--- config.mk ---
export PLATFORM = sky130hd
export DESIGN_NAME = pry_scan_ser
export DESIGN_NICKNAME = d
export VERILOG_FILES = /design/src/rtl/pry_scan_ser_pkg.sv /design/src/rtl/pry_scan_ser_oht2bin.sv /design/src/rtl/pry_scan_ser_pry2oht.sv /design/src/rtl/pry_scan_ser.sv
export SDC_FILE = /design/constraint.sdc
export NUM_CORES = 1
export LEC_CHECK = 0
export CORE_MARGIN = 4
export CORE_UTILIZATION = 40
export CTS_CLUSTER_DIAMETER = 40
export CTS_CLUSTER_SIZE = 14
export DETAILED_ROUTE_END_ITERATION = 10
export PLACE_DENSITY = 0.76
export SLEW_MARGIN = 20
export SYNTH_ARGS = -nofsm -noshare
export SYNTH_HDL_FRONTEND = slang
export SYNTH_SLANG_ARGS = --single-unit
--- constraint.sdc ---
create_clock -name clk -period 2.28 [get_ports clk]
set_clock_uncertainty 0.15 [all_clocks]
set_input_delay 0.456 -clock clk [delete_from_list [all_inputs] [get_ports clk]]
set_output_delay 0.456 -clock clk [all_outputs]
set_load 0.01 [all_outputs]
--- src/rtl/pry_scan_ser_pkg.sv ---
// Shared constants for the priority scan/serialise slice.
package pry_scan_ser_pkg;

  localparam int unsigned PRY_IMPL_LOOP  = 0;
  localparam int unsigned PRY_IMPL_ARITH = 1;

  function automatic int unsigned idx_width(input int unsigned w);
    return (w > 1) ? $clog2(w) : 1;
  endfunction

endpackage

--- src/rtl/pry_scan_ser_oht2bin.sv ---
// One-hot to binary encoder built from OR-reductions; vld flags a non-zero input.
module oht2bin
  import pry_scan_ser_pkg::*;
#(
  parameter int unsigned WIDTH     = 32,
  parameter int unsigned WIDTH_LOG = idx_width(WIDTH)
) (
  input  logic [WIDTH-1:0]     oht,
  output logic [WIDTH_LOG-1:0] bin,
  output logic                 vld
);

  always_comb begin
    bin = '0;
    for (int unsigned i = 0; i < WIDTH; i++) begin
      if (oht[i]) begin
        bin = bin | WIDTH_LOG'(i);
      end
    end
  end

  assign vld = |oht;

endmodule

--- src/rtl/pry_scan_ser_pry2oht.sv ---
// Priority-to-one-hot: isolates the first set bit, scanning from the LSB or MSB side.
module pry2oht
  import pry_scan_ser_pkg::*;
#(
  parameter int unsigned WIDTH          = 32,
  parameter              DIRECTION      = "LSB",
  parameter int unsigned IMPLEMENTATION = PRY_IMPL_LOOP
) (
  input  logic [WIDTH-1:0] pry,
  output logic [WIDTH-1:0] oht
);

  localparam bit FROM_MSB = (DIRECTION == "MSB");

  logic [WIDTH-1:0] vec;
  logic [WIDTH-1:0] one;

  // MSB-first is handled by mirroring into an LSB-first search and back.
  always_comb begin
    vec = '0;
    for (int unsigned i = 0; i < WIDTH; i++) begin
      vec[i] = FROM_MSB ? pry[WIDTH-1-i] : pry[i];
    end
  end

  generate
    if (IMPLEMENTATION == PRY_IMPL_ARITH) begin : g_arith
      assign one = vec & (~vec + WIDTH'(1));
    end else begin : g_loop
      logic found;
      always_comb begin
        one   = '0;
        found = 1'b0;
        for (int unsigned i = 0; i < WIDTH; i++) begin
          if (vec[i] && !found) begin
            one[i] = 1'b1;
            found  = 1'b1;
          end
        end
      end
    end
  endgenerate

  always_comb begin
    oht = '0;
    for (int unsigned i = 0; i < WIDTH; i++) begin
      oht[i] = FROM_MSB ? one[WIDTH-1-i] : one[i];
    end
  end

endmodule

--- src/rtl/pry_scan_ser.sv ---
// Serialises a request vector into one beat per set bit, in priority order,
// with one-hot and binary index per beat.
module pry_scan_ser
  import pry_scan_ser_pkg::*;
#(
  parameter int unsigned WIDTH          = 32,
  parameter              DIRECTION      = "LSB",
  parameter int unsigned IMPLEMENTATION = 0
) (
  input  logic                         clk,
  input  logic                         rst_n,
  input  logic                         clr,
  input  logic                         s_vld,
  output logic                         s_rdy,
  input  logic [WIDTH-1:0]             s_dat,
  output logic                         m_vld,
  input  logic                         m_rdy,
  output logic [WIDTH-1:0]             m_oht,
  output logic [$clog2(WIDTH)-1:0]     m_idx,
  output logic                         m_lst
);

  localparam int unsigned WIDTH_LOG = $clog2(WIDTH);

  typedef enum logic {IDLE = 1'b0, SCAN = 1'b1} state_t;

  state_t           state;
  logic [WIDTH-1:0] res;
  logic [WIDTH-1:0] oht;
  logic [WIDTH_LOG-1:0] idx;
  logic             any_bit;
  logic             lst;
  logic             scan;

  pry2oht #(
    .WIDTH          (WIDTH),
    .DIRECTION      (DIRECTION),
    .IMPLEMENTATION (IMPLEMENTATION)
  ) u_pry2oht (
    .pry (res),
    .oht (oht)
  );

  oht2bin #(
    .WIDTH     (WIDTH),
    .WIDTH_LOG (WIDTH_LOG)
  ) u_oht2bin (
    .oht (oht),
    .bin (idx),
    .vld (any_bit)
  );

  assign lst  = (res & ~oht) == '0;
  assign scan = (state == SCAN);

  always_ff @(posedge clk or negedge rst_n) begin
    if (!rst_n) begin
      state <= IDLE;
      res   <= '0;
    end else if (clr) begin
      state <= IDLE;
      res   <= '0;
    end else begin
      case (state)
        IDLE: begin
          // An all-zero vector is consumed without producing a beat.
          if (s_vld && (s_dat != '0)) begin
            res   <= s_dat;
            state <= SCAN;
          end
        end
        SCAN: begin
          if (m_rdy) begin
            if (lst) begin
              res   <= '0;
              state <= IDLE;
            end else begin
              res <= res & ~oht;
            end
          end
        end
        default: begin
          state <= IDLE;
          res   <= '0;
        end
      endcase
    end
  end

  // Outputs depend only on state and residue; m_vld also requires a pending bit.
  assign s_rdy = ~scan;
  assign m_vld = scan & any_bit;
  assign m_oht = scan ? oht : '0;
  assign m_idx = scan ? idx : '0;
  assign m_lst = scan & lst;

endmodule

==> results.py, run 1 <==
metrics = {
    "global_routing": {
        "vias_in_the_first_global_route": 4241,
        "total_overflow_reported_by_the_global_router": 0,
        "first_pass_grt_wire_length_um": 22310,
        "grt_antenna_before_repair": 0,
        "grt_max_degree": 36,
        "track_usage": 0.3712,
    },
    "status": {
        "run_status": "complete, but fails checks",
        "failed_checks": "setup timing",
    },
    "worst_setup_path": {
        "setup.worst_path.start_class": "flop",
        "timing.critical_path.to_type": "primary output",
        "worst_setup_sp": "res[2]",
        "r2r.worst_path.cells": 10,
        "critical_path_class": "flop to primary output",
        "crit_arrival_ns": 2.78,
        "worst-endpoint-required_ns": 1.67,
        "crit_fanout": 5,
        "rrSetupSlack_ns": -0.38,
        "worstReg2RegEnd": "res[22]",
        "launching_point_of_the_worst_reg2reg_path": "res[2]",
    },
    "yosys": {
        "synth_largest_area_cell": "sky130_fd_sc_hd__dfrtp_1",
        "synth.lib_cells_used.distinct": 56,
        "synth-warning-count": 0,
        "postSynthNetCount": 354,
        "syn_area_per_cell_um2": 8.419,
        "synth.ff_latch_count": 33,
        "post_synth_instance_area_mm2": 0.002669,
        "yosysTopAreaCellShare": 0.3094,
        "flip_flop_cell_with_the_highest_count_after_synthesis": "sky130_fd_sc_hd__dfrtp_1",
        "async_sr_flop_fraction": 1.000,
        "syn_inst": 317,
        "post_synth_main_area_contributors": "sky130_fd_sc_hd__dfrtp_1 31%, sky130_fd_sc_hd__a22o_1 10%, sky130_fd_sc_hd__o21ai_0 6.4%, sky130_fd_sc_hd__and3_1 5.2%, sky130_fd_sc_hd__nor3_1 3.9%",
        "ys_seq_area_frac": 0.3094,
        "synth-edff-count": 0,
    },
    "min_path": {
        "hold_end": "res[1]",
        "hp-start": "s_dat[1]",
        "hold_path.class": "primary input to flop",
        "min_delay_path_depth": 2,
    },
    "floorplan": {
        "core_region_area_mm2": 0.006422,
        "row_cnt": 29,
        "initial_core_util": 0.4155,
        "die-area_mm2": 0.008043,
        "die_w_um": 89.68,
        "dieHeight_um": 89.68,
        "io_pins": 77,
    },
    "layout": {
        "final_cell_area_mm2": 0.005829,
        "area_added_between_synthesis_and_finish_pct": 118.4,
        "diodes": 0,
        "post_route_cells_drive_above_1_share": 0.6092,
        "layout_nets": 606,
        "fill_count": 251,
        "stdcell_count": 645,
    },
    "sta": {
        "setup-violations-final": 50,
        "slew_of_the_pin_with_the_lowest_slew_margin_ns": 0.5685,
        "time_the_final_worst_path_needs_with_i_o_delays_and_setup_ns": 3.383,
        "tns_ns": -25.62,
        "timing.final.ws_setup_ns": -1.103,
        "timing_max_transition_violations_final": 0,
        "final-hold-violation-count": 0,
        "grt_setup_unrepaired": "true",
        "tcrit_tclk_final": 1.484,
        "max_slew_margin": 0.6160,
        "achievable-frequency_mhz": 295.6,
    },
    "detailed_routing": {
        "postRouteAntennaNets": 0,
        "remaining_drc_errors": 0,
        "first_pass_iters": 6,
        "detail_route.wl_per_cell_um": 28.75,
        "route.detailed.vias_per_inst": 7.121,
        "drt_iter0_drc": 659,
        "num_vias": 4593,
        "route.final.wire_length_um": 18540,
    },
    "clocking": {
        "clock_transition_at_the_register_clock_pins_on_the_worst_setup_and_hold_paths_after_cts_ns": 0.08,
        "cts_root_buf": "sky130_fd_sc_hd__clkbuf_8",
        "cts_inserted_buffers": 5,
        "cts.path.max_buffers": 2,
        "cts.sink_count": 33,
        "insertion_delay_of_the_later_clocked_pin_in_the_worst_skew_pair_ns": 0.30,
        "tritoncts_clock_tree": "done",
        "cts_hold_repair.buffers": 0,
        "cts.htree.levels": 2,
    },
    "pwr": {
        "power.ir.vdd_worst_v": 0.0003107,
        "cellPowerDensity_mw_per_mm2": 523.7,
        "power_leakage_nw": 2.831,
    },
    "place": {
        "post_dp_cell_area_mm2": 0.004554,
        "post-place-cells": 584,
        "place_ws_ns": -1.066,
        "last_weighted_congestion_value_of_the_routability_driven_placer": 0.9569,
        "dp_hpwl_um": 8749,
        "io_buffers": 76,
    },
    "job": {
        "max_cap_viol_count": 0,
    },
}
==> cell families (layout without fill, tap and decap cells) <==
family	after synthesis	count (layout)	share of synthesized area
AOI/OAI and AO/OA	110	110	0.2888
DFF	33	33	0.3094
adders and majority gates	2	2	0.007970
buffers and inverters	33	284	0.06094
and+or+nand+nor	139	139	0.3329
==> per-layer routing <==
metal	GRT usage	vias to the layer above	wire [um]
met2	0.6070	497	8105
met5	0	-	0
li1	-	1744	-
met3	0.09763	198	2312
met4	0.1922	0	1654
met1	0.4467	2154	6470
==> critical path, stage by stage (launching register included) <==
cell                        delay, ns
sky130_fd_sc_hd__dfrtp_1         0.42
sky130_fd_sc_hd__buf_6           0.14
sky130_fd_sc_hd__buf_4           0.14
sky130_fd_sc_hd__buf_4           0.15
sky130_fd_sc_hd__a211oi_1        0.31
sky130_fd_sc_hd__or3_1           0.20
sky130_fd_sc_hd__a22o_1          0.20
sky130_fd_sc_hd__o2111ai_2       0.15
sky130_fd_sc_hd__nor4_4          0.29
sky130_fd_sc_hd__nor4b_4         0.28
sky130_fd_sc_hd__buf_2           0.18
==> worst max-delay path by stage <==
stage          slack (ns)       end  cells past startpoint
6_report            -1.10     m_lst                     10
5_1_grt             -1.16     m_lst                      9
4_1_cts             -0.90     m_lst                      9
3_5_place_dp        -1.07     m_lst                      8
3_3_place_gp        -1.07  m_idx[0]                      9
2_1_floorplan       -0.32     m_lst                      7
==> synth_stat cells (2+ instances only) <==
master	instances
sky130_fd_sc_hd__o21ai_0	34
sky130_fd_sc_hd__dfrtp_1	33
sky130_fd_sc_hd__a22o_1	31
sky130_fd_sc_hd__nor2_1	24
sky130_fd_sc_hd__and3_1	22
sky130_fd_sc_hd__nor3_1	21
sky130_fd_sc_hd__clkbuf_1	15
sky130_fd_sc_hd__nor4_1	14
sky130_fd_sc_hd__nand2_1	13
sky130_fd_sc_hd__a21oi_1	10
sky130_fd_sc_hd__inv_1	9
sky130_fd_sc_hd__nor4_2	7
sky130_fd_sc_hd__a211oi_1	5
sky130_fd_sc_hd__nand4_1	5
sky130_fd_sc_hd__buf_6	4
sky130_fd_sc_hd__nand3_1	4
sky130_fd_sc_hd__nor4_4	4
sky130_fd_sc_hd__a21o_1	3
sky130_fd_sc_hd__a31oi_1	3
sky130_fd_sc_hd__and3_2	3
sky130_fd_sc_hd__nand2b_1	3
sky130_fd_sc_hd__nor2b_1	3
sky130_fd_sc_hd__o21ai_1	3
sky130_fd_sc_hd__o31a_1	3
sky130_fd_sc_hd__a21boi_0	2
sky130_fd_sc_hd__and2_1	2
sky130_fd_sc_hd__and4_1	2
sky130_fd_sc_hd__buf_2	2
sky130_fd_sc_hd__clkbuf_2	2
sky130_fd_sc_hd__nor3_2	2
sky130_fd_sc_hd__nor4b_1	2
sky130_fd_sc_hd__o22ai_1	2
sky130_fd_sc_hd__or3_1	2
==> what timing repair did <==
action / in CTS / in global routing
pin swaps: 33 / 45
setup endpoints to repair: 71 / 70
buffers inserted: 45 / 18
resized for setup: 253 / 128
gates cloned: 3 / 0
==> where the power goes <==
| group | internal (mW) | switching, mW | leakage, nW | total [mW] |
|---|---|---|---|---|
| Sequential | 0.628 | 0.0550 | 0.443 | 0.683 |
| Combinational | 0.919 | 1.01 | 2.35 | 1.93 |
| Clock | 0.201 | 0.235 | 0.0399 | 0.436 |
| Total | 1.75 | 1.30 | 2.83 | 3.05 |
==> cell type report <==
| cell class | instances | area, um2 | area share |
|---|---|---|---|
| repair buffers | 269 | 2444 | 0.4192 |
| multi-input cells | 251 | 2356 | 0.4042 |
| flip-flops and latches | 33 | 825.8 | 0.1417 |
| well taps | 77 | 96.34 | 0.01653 |
| clock buffers | 5 | 68.82 | 0.01181 |
| inverters | 9 | 33.78 | 0.005795 |
| clock inverters | 1 | 5.005 | 0.0008586 |
==> per-stage QoR <==
stage	power [mW]	hold slack (ns)	util
2_1_floorplan	1.214	0.01041	-
3_3_place_gp	1.800	0.4192	0.7091
3_5_place_dp	1.823	0.4253	0.7091
4_1_cts	2.621	0.4145	0.8270
5_1_grt	3.111	0.3366	0.9077
6_report	3.053	0.3171	0.9077
==> cells in the final DEF, fill, tap and decap left out, types with 4 or more instances in the layout <==
master	Yosys	final
sky130_fd_sc_hd__nor2_4	0	7
sky130_fd_sc_hd__clkbuf_8	0	5
sky130_fd_sc_hd__buf_4	1	140
sky130_fd_sc_hd__nand2_2	1	4
sky130_fd_sc_hd__buf_12	0	4
sky130_fd_sc_hd__nand4_1	5	5
sky130_fd_sc_hd__dlygate4sd2_1	0	9
sky130_fd_sc_hd__nor4_2	7	9
sky130_fd_sc_hd__nand2_4	1	4
sky130_fd_sc_hd__nor4_4	4	15
sky130_fd_sc_hd__buf_2	2	18
sky130_fd_sc_hd__a21oi_1	10	7
sky130_fd_sc_hd__inv_1	9	8
sky130_fd_sc_hd__nor2_1	24	14
sky130_fd_sc_hd__nor3_1	21	9
sky130_fd_sc_hd__and3_4	0	16
sky130_fd_sc_hd__and3_1	22	7
sky130_fd_sc_hd__o21ai_1	3	8
sky130_fd_sc_hd__o21ai_0	34	19
sky130_fd_sc_hd__a22o_1	31	31
sky130_fd_sc_hd__dlymetal6s2s_1	0	19
sky130_fd_sc_hd__dfrtp_1	33	33
sky130_fd_sc_hd__o21ai_2	0	9
sky130_fd_sc_hd__buf_6	4	64
sky130_fd_sc_hd__nor3_4	0	10
sky130_fd_sc_hd__clkdlybuf4s50_1	0	7
sky130_fd_sc_hd__nand2_1	13	7
sky130_fd_sc_hd__nor3_2	2	4
==> sequential cells by signal (all words and copies together) (netlist names) <==
signal / count
res: 32
scan: 1
(Power assumes the default switching activity.)
==> inputs of run 2 (changes only) <==
--- a/config.mk
+++ b/config.mk
@@ -5,11 +5,12 @@
 export SDC_FILE = /design/constraint.sdc
 export NUM_CORES = 1
 export LEC_CHECK = 0
-export CORE_MARGIN = 4
+export CORE_MARGIN = 5
 export CORE_UTILIZATION = 40
 export CTS_CLUSTER_DIAMETER = 40
 export CTS_CLUSTER_SIZE = 14
 export DETAILED_ROUTE_END_ITERATION = 10
+export HOLD_SLACK_MARGIN = 0.03
 export PLACE_DENSITY = 0.76
 export SLEW_MARGIN = 20
 export SYNTH_ARGS = -nofsm -noshare
==> results.py, run 2 (synthesis gave the netlist of run 1 again) <==
metrics = {
    "layout": {
        "final_cell_area_mm2": 0.005705,
        "fill_count": 261,
        "area.sequential_um2": 828.3,
        "largest_register_ffs": 32,
        "registers.top_by_ff_count": "res",
        "stdcell_count": 643,
        "mostFrequentLayoutCells": "147 x sky130_fd_sc_hd__buf_4, 54 x sky130_fd_sc_hd__buf_6, 31 x sky130_fd_sc_hd__a22o_1, 31 x sky130_fd_sc_hd__dfrtp_1, 22 x sky130_fd_sc_hd__o21ai_0",
        "diodes": 0,
        "mostFrequentLayoutCell": "sky130_fd_sc_hd__buf_4",
        "area_added_between_synthesis_and_finish_pct": 113.8,
        "post-route-util": 0.8884,
        "post_route_cells_drive_above_1_share": 0.6078,
        "multi_input_area_mm2": 0.002321,
        "layout_nets": 602,
    },
    "floorplan": {
        "core_region_area_mm2": 0.006422,
        "dieHeight_um": 91.68,
        "io_pins": 77,
        "initial_core_util": 0.4155,
        "die-area_mm2": 0.008405,
        "die_w_um": 91.68,
        "row_cnt": 29,
    },
    "sta": {
        "time_the_final_worst_path_needs_with_i_o_delays_and_setup_ns": 3.500,
        "final-hold-violation-count": 0,
        "tns_ns": -28.36,
        "setup-violations-final": 70,
        "timing_max_transition_violations_final": 0,
        "slew_of_the_pin_with_the_lowest_slew_margin_ns": 0.7224,
        "tcrit_tclk_final": 1.535,
        "achievable-frequency_mhz": 285.7,
        "whs_ns": 0.3344,
        "max_slew_margin": 0.5121,
        "grt_setup_unrepaired": "true",
        "timing.final.ws_setup_ns": -1.220,
    },
    "min_path": {
        "hold_end": "res[22]",
        "min_delay_path_depth": 2,
        "hp-start": "s_dat[22]",
        "hold_path.class": "primary input to flop",
    },
    "global_routing": {
        "total_overflow_reported_by_the_global_router": 0,
        "first_pass_grt_wire_length_um": 22540,
        "track_usage": 0.3402,
        "vias_in_the_first_global_route": 4194,
        "grt_antenna_before_repair": 0,
        "grt_max_degree": 36,
    },
    "worst_setup_path": {
        "launching_point_of_the_worst_reg2reg_path": "res[3]",
        "setup.worst_path.start_class": "flop",
        "worst_path_largest_cell_delay_ns": 0.46,
        "critical_path_class": "flop to primary output",
        "rrSetupSlack_ns": -0.36,
        "worst_path_buffer_plus_inverter_count": 3,
        "worst-endpoint-required_ns": 1.67,
        "timing.critical_path.to_type": "primary output",
        "crit_chain": "nor4_4 -> buf_4 -> nand2_2 -> buf_4 -> a2111o_1 -> o31a_1 -> nor4_4 -> nor4b_4 -> buf_2",
        "top_family_by_delay_on_critical_path": "simple AND/OR/NAND/NOR gates",
        "r2r.worst_path.cells": 9,
        "crit_path_top_delay_cell": "sky130_fd_sc_hd__dfrtp_1",
        "crit_arrival_ns": 2.89,
        "worstReg2RegEnd": "scan",
        "crit_fanout": 3,
    },
    "clocking": {
        "cts.path.max_buffers": 2,
        "tritoncts_clock_tree": "done",
        "cts.htree.levels": 2,
        "cts.sink_count": 33,
        "insertion_delay_of_the_later_clocked_pin_in_the_worst_skew_pair_ns": 0.30,
        "cts_root_buf": "sky130_fd_sc_hd__clkbuf_8",
        "clock_transition_at_the_register_clock_pins_on_the_worst_setup_and_hold_paths_after_cts_ns": 0.09,
        "cts_inserted_buffers": 5,
    },
    "place": {
        "last_weighted_congestion_value_of_the_routability_driven_placer": 0.9327,
        "post-place-cells": 592,
        "io_buffers": 76,
        "place_ws_ns": -0.9801,
        "dp_hpwl_um": 8677,
        "post_dp_cell_area_mm2": 0.004602,
    },
    "pwr": {
        "switching_share": 0.4179,
        "power.share.clock": 0.175,
        "cellPowerDensity_mw_per_mm2": 530.1,
        "power.ir.vdd_worst_v": 0.0003377,
        "combinationalPowerShare": 0.599,
        "sequential_power_share": 0.226,
        "p_int_mw": 1.761,
        "total_power_mw": 3.024,
        "switchingPower_mw": 1.264,
        "power_leakage_nw": 2.709,
    },
    "detailed_routing": {
        "detail_route.wl_per_cell_um": 27.49,
        "drt_iter0_drc": 534,
        "first_pass_iters": 5,
        "route.final.wire_length_um": 17670,
        "num_vias": 4481,
        "postRouteAntennaNets": 0,
        "route.detailed.vias_per_inst": 6.969,
        "remaining_drc_errors": 0,
    },
    "job": {
        "max_cap_viol_count": 0,
    },
    "status": {
        "failed_checks": "setup timing",
        "run_status": "complete, but fails checks",
    },
}
## run 2: changes by cell type in the layout (fill, tap and decap cells not counted), moves of 3 or more
cell / before / now
sky130_fd_sc_hd__o21ai_0: 19 / 22
sky130_fd_sc_hd__buf_6: 64 / 54
sky130_fd_sc_hd__clkdlybuf4s50_1: 7 / 10
sky130_fd_sc_hd__buf_4: 140 / 147
sky130_fd_sc_hd__dlymetal6s2s_1: 19 / 10
sky130_fd_sc_hd__clkbuf_2: 2 / 6
sky130_fd_sc_hd__clkdlybuf4s15_1: 3 / 6
## run 2: cell type report
type / count / share of cell area
Clock buffer: 7 / 0.01689
Clock inverter: 1 / 0.0008772
Inverter: 9 / 0.005921
Multi-Input combinational cell: 251 / 0.4068
Sequential cell: 33 / 0.1452
Tap cell: 77 / 0.01689
Timing Repair Buffer: 265 / 0.4075
## run 2: worst register-to-register path, cell delays in order (launching register included)
cell and delay, ns:
sky130_fd_sc_hd__dfrtp_1 0.46, sky130_fd_sc_hd__nor4_4 0.37, sky130_fd_sc_hd__buf_4 0.20, sky130_fd_sc_hd__nand2_2 0.07, sky130_fd_sc_hd__buf_4 0.15, sky130_fd_sc_hd__a2111o_1 0.31, sky130_fd_sc_hd__o31a_1 0.15, sky130_fd_sc_hd__nor4_4 0.41
sky130_fd_sc_hd__buf_4 0.18, sky130_fd_sc_hd__a21oi_1 0.07
## run 2: how the worst max path moves through the flow
stage               cells past startpoint    start  endpoint  slack, ns
global route                            9   res[3]     m_lst      -1.28
CTS                                     8   res[0]     m_lst      -0.89
global placement                        9   res[0]  m_idx[0]      -0.94
floorplan                               7   res[3]     m_lst      -0.32
finish                                  9   res[3]     m_lst      -1.22
detailed placement                      8  res[10]     m_lst      -0.98
## run 2: layer usage
| metal | GRT usage | part of all wire |
|---|---|---|
| met1 | 0.4300 | 0.35 |
| met2 | 0.5411 | 0.45 |
| met3 | 0.07692 | 0.13 |
| met4 | 0.1809 | 0.073 |
| met5 | 0 | 0 |
## run 2: timing repair
item / in CTS / in global routing
hold endpoints to repair: 0 / 0
hold buffers: 0 / 0
gates cloned: 3 / 0
pin swaps: 49 / 52
resized for setup: 261 / 116
setup buffers: 29 / 26
endpoints found under the setup margin: 71 / 70
## run 2: power by group through the flow
stage          logic (mW)  registers (mW)  clock network, mW
6_report             1.81           0.685              0.528
5_1_grt              1.86           0.685              0.535
4_1_cts              1.45           0.673              0.508
3_5_place_dp         1.16           0.684                  0
3_3_place_gp         1.14           0.680                  0
2_1_floorplan       0.529           0.685                  0
